## src/rtl/i3c_phy_pkg.sv

```systemverilog
// Shared constants and types for the multi-line I3C/I2C PHY front end.
// Line indices follow the bus convention: bit 0 is SCL, bit 1 is SDA.
package i3c_phy_pkg;

  localparam int DefNumLines   = 2;
  localparam int DefSyncStages = 2;
  localparam int DefFiltCntW   = 4;
  localparam int DefStuckCntW  = 16;

  localparam int SclIdx = 0;
  localparam int SdaIdx = 1;

  typedef struct packed {
    logic value;
    logic rise;
    logic fall;
    logic stuck;
  } line_status_t;

  typedef enum logic [1:0] {
    FiltIdle,
    FiltCount,
    FiltAccept
  } filt_action_e;

endpackage

```

## src/rtl/i3c_phy_line_filter.sv

```systemverilog
// One bus line: synchroniser, programmable spike filter, edge pulses and an optional
// stuck-low counter (enabled with macro I3C_PHY_STUCK_DET_EN).
module i3c_phy_line_filter
  import i3c_phy_pkg::*;
#(
  parameter int SyncStages = DefSyncStages,
  parameter int FiltCntW   = DefFiltCntW,
  parameter int StuckCntW  = DefStuckCntW
) (
  input  logic                 clk_i,
  input  logic                 rst_i,
  input  logic                 line_i,
  input  logic [FiltCntW-1:0]  filt_len_i,
  input  logic [StuckCntW-1:0] stuck_thr_i,
  output line_status_t         status_o
);

  logic [SyncStages-1:0] sync_q;
  logic                  s;
  logic                  q, q_d;
  logic [FiltCntW-1:0]   cnt, cnt_d;
  logic                  rise_q, rise_d;
  logic                  fall_q, fall_d;
  logic                  stuck;
  filt_action_e          action;

  always_ff @(posedge clk_i) begin
    if (rst_i) begin
      sync_q <= '1;
    end else begin
      sync_q <= {sync_q[SyncStages-2:0], line_i};
    end
  end

  assign s = sync_q[SyncStages-1];

  // cnt never passes filt_len_i because reaching it forces an accept, so it cannot wrap.
  always_comb begin
    action = FiltIdle;
    q_d    = q;
    cnt_d  = '0;
    rise_d = 1'b0;
    fall_d = 1'b0;
    if (s != q) begin
      action = (cnt >= filt_len_i) ? FiltAccept : FiltCount;
    end
    case (action)
      FiltCount: cnt_d = cnt + 1'b1;
      FiltAccept: begin
        q_d    = s;
        rise_d = s;
        fall_d = ~s;
      end
      default: cnt_d = '0;
    endcase
  end

  always_ff @(posedge clk_i) begin
    if (rst_i) begin
      q      <= 1'b1;
      cnt    <= '0;
      rise_q <= 1'b0;
      fall_q <= 1'b0;
    end else begin
      q      <= q_d;
      cnt    <= cnt_d;
      rise_q <= rise_d;
      fall_q <= fall_d;
    end
  end

`ifdef I3C_PHY_STUCK_DET_EN
  logic [StuckCntW-1:0] stuck_cnt;

  // Tracks q_d so the count equals the number of low cycles already visible on ctrl_o.
  always_ff @(posedge clk_i) begin
    if (rst_i) begin
      stuck_cnt <= '0;
    end else if (q_d) begin
      stuck_cnt <= '0;
    end else if (stuck_cnt != '1) begin
      stuck_cnt <= stuck_cnt + 1'b1;
    end
  end

  assign stuck = (stuck_thr_i != '0) && (stuck_cnt >= stuck_thr_i);
`else
  logic unused_stuck_thr;

  assign unused_stuck_thr = ^stuck_thr_i;
  assign stuck            = 1'b0;
`endif

  assign status_o.value = q;
  assign status_o.rise  = rise_q;
  assign status_o.fall  = fall_q;
  assign status_o.stuck = stuck;

endmodule

```

## src/rtl/i3c_phy_multi.sv

```systemverilog
// N-line I3C/I2C PHY front end: filtered input path per line plus registered drive path.
// Stuck-low detection is built only when I3C_PHY_STUCK_DET_EN is defined.
module i3c_phy_multi
  import i3c_phy_pkg::*;
#(
  parameter int NumLines   = DefNumLines,
  parameter int SyncStages = DefSyncStages,
  parameter int FiltCntW   = DefFiltCntW,
  parameter int StuckCntW  = DefStuckCntW
) (
  input  logic                 clk_i,
  input  logic                 rst_i,
  input  logic [NumLines-1:0]  bus_i,
  output logic [NumLines-1:0]  bus_o,
  input  logic [NumLines-1:0]  sel_od_pp_i,
  output logic [NumLines-1:0]  sel_od_pp_o,
  input  logic [NumLines-1:0]  ctrl_i,
  output logic [NumLines-1:0]  ctrl_o,
  output logic [NumLines-1:0]  rise_o,
  output logic [NumLines-1:0]  fall_o,
  input  logic [FiltCntW-1:0]  filt_len_i,
  input  logic [StuckCntW-1:0] stuck_thr_i,
  output logic [NumLines-1:0]  stuck_o
);

  line_status_t status [NumLines];

  for (genvar i = 0; i < NumLines; i++) begin : g_line
    i3c_phy_line_filter #(
      .SyncStages(SyncStages),
      .FiltCntW  (FiltCntW),
      .StuckCntW (StuckCntW)
    ) u_line (
      .clk_i      (clk_i),
      .rst_i      (rst_i),
      .line_i     (bus_i[i]),
      .filt_len_i (filt_len_i),
      .stuck_thr_i(stuck_thr_i),
      .status_o   (status[i])
    );

    assign ctrl_o[i]  = status[i].value;
    assign rise_o[i]  = status[i].rise;
    assign fall_o[i]  = status[i].fall;
    assign stuck_o[i] = status[i].stuck;
  end

  // Drive path is a plain register stage, independent of what the pads read back.
  always_ff @(posedge clk_i) begin
    if (rst_i) begin
      bus_o       <= '1;
      sel_od_pp_o <= '0;
    end else begin
      bus_o       <= ctrl_i;
      sel_od_pp_o <= sel_od_pp_i;
    end
  end

endmodule

```

## config.mk

```make
export PLATFORM = sky130hd
export DESIGN_NAME = i3c_phy_multi
export DESIGN_NICKNAME = d
export VERILOG_FILES = /design/src/rtl/i3c_phy_pkg.sv /design/src/rtl/i3c_phy_line_filter.sv /design/src/rtl/i3c_phy_multi.sv
export SDC_FILE = /design/constraint.sdc
export NUM_CORES = 1
export LEC_CHECK = 0
export CORE_UTILIZATION = 37
export CTS_BUF_LIST = sky130_fd_sc_hd__clkbuf_16
export CTS_CLUSTER_DIAMETER = 100
export CTS_CLUSTER_SIZE = 16
export DETAILED_ROUTE_END_ITERATION = 16
export PLACE_DENSITY_LB_ADDON = 0.2
export SETUP_SLACK_MARGIN = 0.02
export SYNTH_ARGS = -nofsm -noshare
export SYNTH_HDL_FRONTEND = slang
export SYNTH_SLANG_ARGS = --single-unit
```

## constraint.sdc

```tcl
create_clock -name clk_i -period 1.3 [get_ports clk_i]
set_clock_uncertainty 0.1 [all_clocks]
set_input_delay 0.26 -clock clk_i [delete_from_list [all_inputs] [get_ports clk_i]]
set_output_delay 0.26 -clock clk_i [all_outputs]
set_load 0.03 [all_outputs]
```

==> flow_summary_export.csv, run 1 <==
group,metric,value,unit
worst_setup_path,start_kind,"flop",
cts,hold_buffers,0,
worst_setup_path,worstSetupEndpointType,"flop",
synth,synth_area_per_cell,9.970,sq um
placement,dpl.cell_count,144,
detailed_routing,dr_total_vias,713,
placement,gp_congestion,0.7407,
detailed_routing,drt_pass1_iterations,5,
floorplanning,rows,17,
global_routing,overflow,0,
global_routing,grt_start_max_net_pins,17,
worst_setup_path,arrival,1.54,ns
placement,placed_area,0.001226,sq mm
cts,cts.sinks,22,
cts,cts_htree_levels,1,
global_routing,antenna_found_initial,0,
worst_setup_path,critPathKind,"flop to flop",
detailed_routing,drcViolationCount,0,
layout,nNetsFinal,162,
floorplanning,die_y,52.60,um
power,cellLeakagePower,0.6242,nW
synth,synth_warnings,0,
cts,root_buffer,"clkbuf_16",
run,drv_cap,0,
power,finalPower,0.001568,W
sta,post-route-period-util,111.3,%
layout,layout.cells.non_filler,151,
power,intPower,0.001211,W
global_routing,grt_pass1_vias,729,
layout,syn_to_final_growth,56.67,%
sta,finalMaxSlewViolations,0,
worst_setup_path,crit_path_max_fanout,4,
status,violations,"setup timing",
detailed_routing,routed_wl,2.086,mm
detailed_routing,vias_per_cell,4.722,
sta,final-setup-viol-count,14,
worst_setup_path,cp.required,1.40,ns
detailed_routing,drt_iter0_markers,6,
synth,synthesis.instances,95,
power,power_density,1056,mW/mm^2
detailed_routing,antenna_left,0,
floorplanning,die_area,0.002766,sq mm
layout,drive_above_1_share,50.41,%
sta,rsz0062_at_grt,"yes",
power,p_comb_share,14.1,%
power,pwr-share-seq,45.3,%
power,p_clk_share,40.7,%
power,irDropWorstVdd,0.001455,V
floorplanning,die_x,52.60,um
cts,cts_tree,"yes",
global_routing,grt_use_total,17.62,%
synth,synth-seq-cells,22,
sta,fmax,0.6908,GHz
layout,num_antenna_cells,0,
floorplanning,core,0.002318,sq mm
placement,dp_hpwl,1.311,mm
layout,design_area,0.001484,sq mm
floorplanning,start_util,40.85,%
sta,layout_setup_ws,-0.1475,ns
cts,clk_pin_slew,0.06,ns
placement,portBuffers,21,
status,outcome,"complete, but fails checks",
synth,seq_area_frac_synth,46.50,%
layout,utilization,64.00,%
floorplanning,pin_count,40,
placement,place_worst_setup_slack,-0.6552,ns
global_routing,grt_pass1_wl,3.339,mm
synth,synth_cell_types,20,
power,power_switching,0.0003564,W
power,switching_share,22.74,%
min_path,holdCritPathClass,"flop to flop",
cts,cts_buffers,3,
detailed_routing,wire_per_inst,13.81,um
sta,hold_viol_final,0,
synth,synth_area,947.2,sq um
cts,cts.path.max_buffers,2,
sta,fin_crit,1.448,ns
cts,clock_latency,0.25,ns
## final timing paths
kind,slack [ns],start,cells past startpoint,endpoint
setup / recovery,-0.15,g_line[1].u_line.cnt[2],5,g_line[1].u_line.cnt[1]
hold / removal,0.31,g_line[0].u_line.sync_q[0],1,g_line[0].u_line.sync_q[1]
setup reg to reg,-0.15,g_line[1].u_line.cnt[2],5,g_line[1].u_line.cnt[1]
hold reg to reg,0.31,g_line[0].u_line.sync_q[0],1,g_line[0].u_line.sync_q[1]
## routing by layer
metal  wire length, um  part of all wire (%)  GRT usage (%)  up-vias
met1               874                    42          19.89      335
li1                  -                     -              -      363
met2              1127                    54          30.59       11
met4                40                   1.9          7.018        0
met5                 0                     0              0        -
met3                44                   2.1          5.217        4
## layout by cell type (no fill, tap or decap), drive strengths merged
cell type and count:
buf 22, dfxtp 22, ha 10, inv 8
nor2 8, clkdlybuf4s50 7, or2 6, xnor2 4
nand3 4, nor4 4, clkbuf 3, dlygate4sd2 3
o2111ai 2, a21o 2, a21oi 2, xor2 2
and2 2, nor2b 2, conb 2, a31oi 2
o21ai 2, and3 2, clkinvlp 1, clkinv 1
## cells in the mapped netlist
| master | count | area (sq um) |
|---|---|---|
| a21oi_2 | 2 | 17.52 |
| o2111ai_1 | 2 | 17.52 |
| conb_1 | 1 | 3.750 |
| nand3_1 | 4 | 20.02 |
| nor2_1 | 8 | 30.03 |
| o21ai_0 | 2 | 10.01 |
| and3_1 | 2 | 12.51 |
| nor2b_1 | 2 | 12.51 |
| a31oi_1 | 2 | 12.51 |
| dfxtp_1 | 22 | 440.4 |
| buf_4 | 8 | 60.06 |
| nor4_1 | 4 | 25.02 |
| inv_1 | 9 | 33.78 |
| or2_2 | 6 | 37.54 |
| and2_4 | 2 | 17.52 |
| xor2_1 | 2 | 17.52 |
| a21o_1 | 2 | 15.01 |
| ha_1 | 10 | 125.1 |
| xnor2_1 | 4 | 35.03 |
| clkbuf_1 | 1 | 3.750 |
## registers in the layout, indices dropped and copies added, names as in the netlist
signal                cells
g_line.u_line.fall_q      2
bus_o                     2
g_line.u_line.q           2
g_line.u_line.sync_q      4
g_line.u_line.rise_q      2
g_line.u_line.cnt         8
sel_od_pp_o               2
## logic make-up (layout without fill, tap and decap cells)
family                     Yosys count  after routing  share of synthesized area (%)
and+or+nand+nor                     28             28                          16.38
DFF                                 22             22                          46.50
buffers and inverters               18             45                          10.30
adders and majority gates           10             10                          13.21
AOI/OAI and AO/OA                   10             10                          7.662
xor gates and xnor gates             6              6                          5.548
other                                1              2                         0.3959
## cell type report
class                   count  area (sq um)
clock buffers               3         75.07
inverters                   9         37.54
clock inverters             1         3.754
multi-input cells          56         606.8
well taps                  28         35.03
repair buffers             32         279.0
fillers                   173         834.6
flip-flops and latches     22         446.7
## what timing repair did
action / in CTS / in global routing
cloned: 0 / 0
gates resized for setup: 25 / 11
endpoints found under the setup margin: 14 / 15
setup buffers: 2 / 1
pin swaps: 17 / 6
## worst max-delay path, cell delays in order, from the launching register on
cell and delay, ns:
dfxtp_2 0.34, ha_4 0.25, a21o_1 0.19, a21oi_4 0.17
and2_4 0.20, and3_1 0.14
## per-stage QoR
| step | TNS [ns] | hold WS (ns) |
|---|---|---|
| 6_report | -0.9769 | 0.3077 |
| 3_5_place_dp | -9.246 | 0.2977 |
| 4_1_cts | -1.034 | 0.3109 |
| 5_1_grt | -1.810 | 0.3147 |
| 3_3_place_gp | -8.717 | 0.2923 |
| 2_1_floorplan | -0.09164 | 0.2316 |
## power by group through the flow
stage,Sequential [W],Clock (W),Combinational [W]
floorplan,0.000734,0,0.0000898
global placement,0.000720,0,0.000169
detailed placement,0.000721,0,0.000175
CTS,0.000708,0.000649,0.000208
global route,0.000711,0.000689,0.000237
finish,0.000709,0.000637,0.000221
Power figures use the tool's default switching activity.
==> inputs of run 2 (changes only) <==
--- a/config.mk
+++ b/config.mk
@@ -5,7 +5,9 @@
 export SDC_FILE = /design/constraint.sdc
 export NUM_CORES = 1
 export LEC_CHECK = 0
-export CORE_UTILIZATION = 37
+export ABC_AREA = 1
+export CORE_ASPECT_RATIO = 0.5
+export CORE_UTILIZATION = 25
 export CTS_BUF_LIST = sky130_fd_sc_hd__clkbuf_16
 export CTS_CLUSTER_DIAMETER = 100
 export CTS_CLUSTER_SIZE = 16
==> run 2 against run 1 <==
  * The flow now finishes without violations
  * Design area grew 6.5%
  * Core utilization shrank 24 points
  * Sequential cell count is the same
  * Clock-buffer cell count stayed put
  * Cell count rose by 34%
  * Fmax up 14%
  * Non-clock buffer count is 1 lower
  * Critical path type unchanged
  * Largest cell class unchanged
  * Largest power group is now clock
  * Highest routed layer unchanged
==> flow_summary_export.csv, run 2 <==
group,metric,value,unit
status,outcome,"complete, no violations",
sta,fin_crit,1.272,ns
cts,cts_buffers,3,
layout,drive_above_1_share,46.98,%
power,power_switching,0.0003414,W
layout,reg_top3,"g_line.u_line.cnt x8, g_line.u_line.sync_q x4",
cts,cts.path.max_buffers,2,
min_path,holdCritPathClass,"flop to flop",
sta,fin_tns_setup,0,ns
layout,layout_commonest_cell,"buf_4",
synth,synth-seq-cells,22,
synth,synth_top_area_share,42.62,%
layout,num_antenna_cells,0,
sta,rsz0062_at_grt,"yes",
detailed_routing,dr.max_layer_used,"met4",
global_routing,grt_pass1_vias,589,
detailed_routing,vias_per_cell,3.714,
detailed_routing,dr_wl_met3,115,um
global_routing,antenna_found_initial,0,
synth,synth_largest_area_cell,"dfxtp_1",
cts,cts_tree,"yes",
floorplanning,die_area,0.004411,sq mm
layout,nNetsFinal,188,
detailed_routing,wl_met1,920,um
power,irDropWorstVdd,0.0006351,V
cts,clk_pin_slew,0.06,ns
detailed_routing,dr_total_vias,754,
layout,design_area,0.001580,sq mm
floorplanning,die_x,92.93,um
worst_setup_path,worstSetupEndpointType,"flop",
cts,clock_latency,0.25,ns
global_routing,grt_start_max_net_pins,14,
synth,synth_area,0.001033,sq mm
synth,async_reset_ff_share,0,%
layout,layout_common_cells,"buf_4, inv_1, nor2_1, dfxtp_1, nand2_1",
placement,portBuffers,21,
detailed_routing,wire_per_inst,8.665,um
floorplanning,die_y,47.47,um
floorplanning,core,0.003924,sq mm
floorplanning,pin_count,40,
worst_setup_path,crit_path_max_fanout,4,
cts,cts.sinks,22,
layout,syn_to_final_growth,52.91,%
sta,hold_viol_final,0,
detailed_routing,drcViolationCount,0,
power,cellLeakagePower,0.7253,nW
synth,synthesis.instances,122,
synth,seq_area_frac_synth,42.62,%
layout,top_register,"g_line.u_line.cnt",
worst_setup_path,critPathKind,"flop to flop",
sta,post-route-period-util,97.87,%
power,p_comb_share,9.7,%
placement,dp_hpwl,1.318,mm
worst_setup_path,arrival,1.32,ns
synth,synth_warnings,0,
synth,synth_cell_types,18,
floorplanning,start_util,26.34,%
detailed_routing,met2_length,700,um
cts,cts_htree_levels,1,
power,p_clk_share,50.1,%
power,switching_share,19.87,%
sta,final-setup-viol-count,0,
worst_setup_path,start_kind,"flop",
synth,synth.area.top_cells,"dfxtp_1, ha_1, inv_1, buf_4, nand2_1",
placement,gp_congestion,0.7006,
detailed_routing,drt_iter0_markers,13,
sta,fmax,0.7859,GHz
synth,synth_edf_count,0,
run,drv_cap,0,
detailed_routing,drt_pass1_iterations,2,
power,intPower,0.001377,W
detailed_routing,antenna_left,0,
sta,hold_ws,0.3078,ns
layout,largest_register_ffs,8,
detailed_routing,routed_wl,1.759,mm
global_routing,grt_pass1_wl,2.704,mm
cts,root_buffer,"clkbuf_16",
global_routing,overflow,0,
sta,finalMaxSlewViolations,0,
placement,placed_area,0.001294,sq mm
synth,synth_ff_type,"dfxtp_1",
synth,yosys-top-cells-count,"dfxtp_1, inv_1, nand2_1, nor2_1, ha_1",
worst_setup_path,cp.required,1.35,ns
global_routing,grt_use_total,8.297,%
power,pwr-share-seq,40.2,%
synth,synth_area_per_cell,8.471,sq um
floorplanning,rows,16,
power,power_density,1087,mW/mm^2
-- run 2: path summary, 6_finish.rpt --
path	endpoint	startpoint	depth (start not counted)	slack [ns]
max	g_line[0].u_line.cnt[1]	g_line[0].u_line.cnt[1]	5	0.03
min	g_line[0].u_line.sync_q[1]	g_line[0].u_line.sync_q[0]	1	0.31
max reg2reg	g_line[0].u_line.cnt[1]	g_line[0].u_line.cnt[1]	5	0.03
min reg2reg	g_line[0].u_line.sync_q[1]	g_line[0].u_line.sync_q[0]	1	0.31
-- run 2: worst max-delay path, stage by stage (launching register included) --
cell	delay, ns
dfxtp_4	0.36
ha_4	0.27
nand4_1	0.14
buf_4	0.18
nand4_4	0.08
nor2_1	0.05
-- run 2: cell type report --
type,count,area [sq um]
repair buffers,31,262.8
multi-input cells,70,606.8
clock inverters,1,30.03
inverters,22,82.58
well taps,54,67.56
flip-flops and latches,22,455.4
fillers,400,2344
clock buffers,3,75.07
-- run 2: through the flow --
step	util, %	setup WS [ns]	std cells	total power (W)
finish	40.27	0.02765	203	0.001718
global route	40.27	-0.03301	203	0.001802
CTS	38.58	0.01032	202	0.001743
detailed placement	32.97	-0.5357	198	0.0008499
global placement	32.97	-0.5169	198	0.0008480
floorplan	-	0.02923	123	0.0007913
-- run 2: metal layers --
layer	up-vias	GRT usage, %
met5	-	0
met4	0	2.769
met3	2	4.127
li1	414	-
met1	319	10.83
met2	19	12.06
-- run 2: what timing repair did --
action	4_1_cts	5_1_grt
gates resized for setup	26	16
hold buffers	0	0
hold endpoints to repair	0	0
buffers inserted	0	1
pin swaps	15	19
cloned	0	0
setup endpoints to repair	14	7
-- run 2: power by group through the flow --
stage	Sequential (W)	Clock (W)	Combinational (W)
after floorplan	0.000723	0	0.0000684
after global placement	0.000709	0	0.000139
after detailed placement	0.000709	0	0.000141
after CTS	0.000694	0.000894	0.000155
after global routing	0.000691	0.000927	0.000183
final	0.000691	0.000861	0.000167
-- run 2: logic make-up after synthesis --
kind of cell,after synthesis,synth area share (%)
AND/OR/NAND/NOR,52,25.67
buffers and inverters,31,14.16
flip-flops,22,42.61
adder cells (fa/ha/maj),10,12.11
XOR/XNOR,4,3.390
AO/OA/AOI/OAI,2,1.695
other,1,0.3628
==> RTL edit, RTL diff (config.mk and constraints of run 2) <==
`DefNumLines`: 2 -> 4.
--- a/src/rtl/i3c_phy_pkg.sv
+++ b/src/rtl/i3c_phy_pkg.sv
@@ -3,5 +3,5 @@
 package i3c_phy_pkg;
 
-  localparam int DefNumLines   = 2;
+  localparam int DefNumLines   = 4;
   localparam int DefSyncStages = 2;
   localparam int DefFiltCntW   = 4;
Interface: changed (9 resized); port bits go from 40 to 58. The function was not compared with the original's and may differ.
==> RTL edit against run 2 <==
  * Setup slack got worse by 0.022 ns
  * Sequential cell count grew 22
  * Routed wire length rose by 110%
  * Synthesized cell count grew 92%
  * Power rose by 68%
  * Cell area is 85% higher
  * Die area rose by 90%
  * Synthesized area up 93%
==> RTL edit: results <==
metrics = {
    "pwr": {
        "power-top-group": "registers",
        "peakVddDrop_mv": 0.559,
        "seq_power_mw": 1.39,
        "p_switching_uw": 680,
        "cellLeakagePower_nw": 1.33,
        "combPwrFrac": 0.108,
    },
    "final_layout": {
        "signal_buffers": 53,
        "clkCellAreaFrac": 0.0475,
        "buffer_area_frac": 0.150,
        "fill_cells": 742,
        "ff_latch_area_um2": 912,
        "drive_above_1_share": 0.461,
        "fin_nets": 333,
        "inverters": 38,
        "comb.multi_input.count": 137,
        "reg_top3": "g_line.u_line.cnt x16, g_line.u_line.sync_q x8",
    },
    "clock_tree": {
        "clkLatencyLatePin_ns": 0.28,
        "path_clk_slew_ns": 0.06,
        "cts_sinks": 44,
        "h-tree-depth": 2,
        "cts_buffers": 5,
    },
    "logic_synthesis": {
        "ys_seq_area_frac": 0.441,
        "synth_common_cells": "dfxtp_1 (44), inv_1 (38), nand2_1 (32), nor2_1 (30), ha_1 (20)",
        "synth_area_leaders": "dfxtp_1 (44%), ha_1 (13%), inv_1 (7.1%)",
        "ys_types": 19,
    },
    "detailed_routing": {
        "first_pass_iters": 4,
        "vias": 1499,
        "drtIter0Drc": 21,
        "wl_um": 3750,
    },
    "setup_path": {
        "ff2ff_path_depth": 6,
        "startpoint": "g_line[3].u_line.cnt[0]",
        "r2r-end": "g_line[3].u_line.q",
        "regToRegStartpoint": "g_line[3].u_line.cnt[0]",
        "crit_family": "simple AND/OR/NAND/NOR gates",
        "cp.depth": 6,
        "r2r_setup_slack_ns": 0.006,
        "critPathArrivalTime_ns": 1.36,
        "slowest_stage": "dfxtp_2",
    },
    "global_routing": {
        "grt_usage": 0.0988,
        "first_global_vias": 1433,
        "grt_first_pass_wirelength_um": 6260,
        "grt_max_degree": 16,
    },
    "placement": {
        "place.port_buffers": 37,
        "hpwl_um": 2790,
        "gp_congestion": 0.751,
        "place_ws_ns": -0.623,
    },
    "run_status": {
        "status": "finished, final reports clean",
    },
    "timing": {
        "finalCritPeriodShare": 0.996,
    },
}
-- RTL edit: logic make-up after synthesis --
group,count (synthesis),synth area share
buf+inv,56,0.140
fa+ha+maj,20,0.125
other cells,1,0.00188
compound gates,6,0.0257
simple gates,99,0.231
flops,44,0.441
xor+xnor,8,0.0351
-- RTL edit: how the worst min path moves through the flow --
| stage | startpoint | endpoint | slack, ns | cells after the start |
|---|---|---|---|---|
| CTS | g_line[2].u_line.sync_q[0] | g_line[2].u_line.sync_q[1] | 0.31 | 1 |
| global route | g_line[2].u_line.sync_q[0] | g_line[2].u_line.sync_q[1] | 0.33 | 1 |
| global placement | g_line[2].u_line.sync_q[0] | g_line[2].u_line.sync_q[1] | 0.30 | 1 |
| floorplan | ctrl_i[0] | bus_o[0] | 0.26 | 1 |
| finish | g_line[2].u_line.sync_q[0] | g_line[2].u_line.sync_q[1] | 0.31 | 1 |
| detailed placement | g_line[2].u_line.sync_q[0] | g_line[2].u_line.sync_q[1] | 0.29 | 1 |
-- RTL edit: through the flow --
stage | TNS, ns | utilization | power (mW) | area, um2 | cells
finish | 0 | 0.389 | 2.89 | 2920 | 388
floorplan | -0.00866 | - | 1.58 | 2030 | 237
global route | -0.581 | 0.389 | 3.05 | 2920 | 388
global placement | -15.55 | 0.329 | 1.68 | 2470 | 380
CTS | 0 | 0.371 | 2.93 | 2790 | 388
detailed placement | -16.42 | 0.329 | 1.68 | 2470 | 380
-- RTL edit: layer usage --
metal,GRT usage,share of wire,wire (um)
met4,0.0456,0.015,56
met2,0.159,0.44,1670
met5,0,0,0
met3,0.0350,0.045,168
met1,0.119,0.50,1860
-- RTL edit: what timing repair did --
item,4_1_cts,5_1_grt
pin swaps,8,24
gates resized for setup,38,43
setup endpoints to repair,29,29
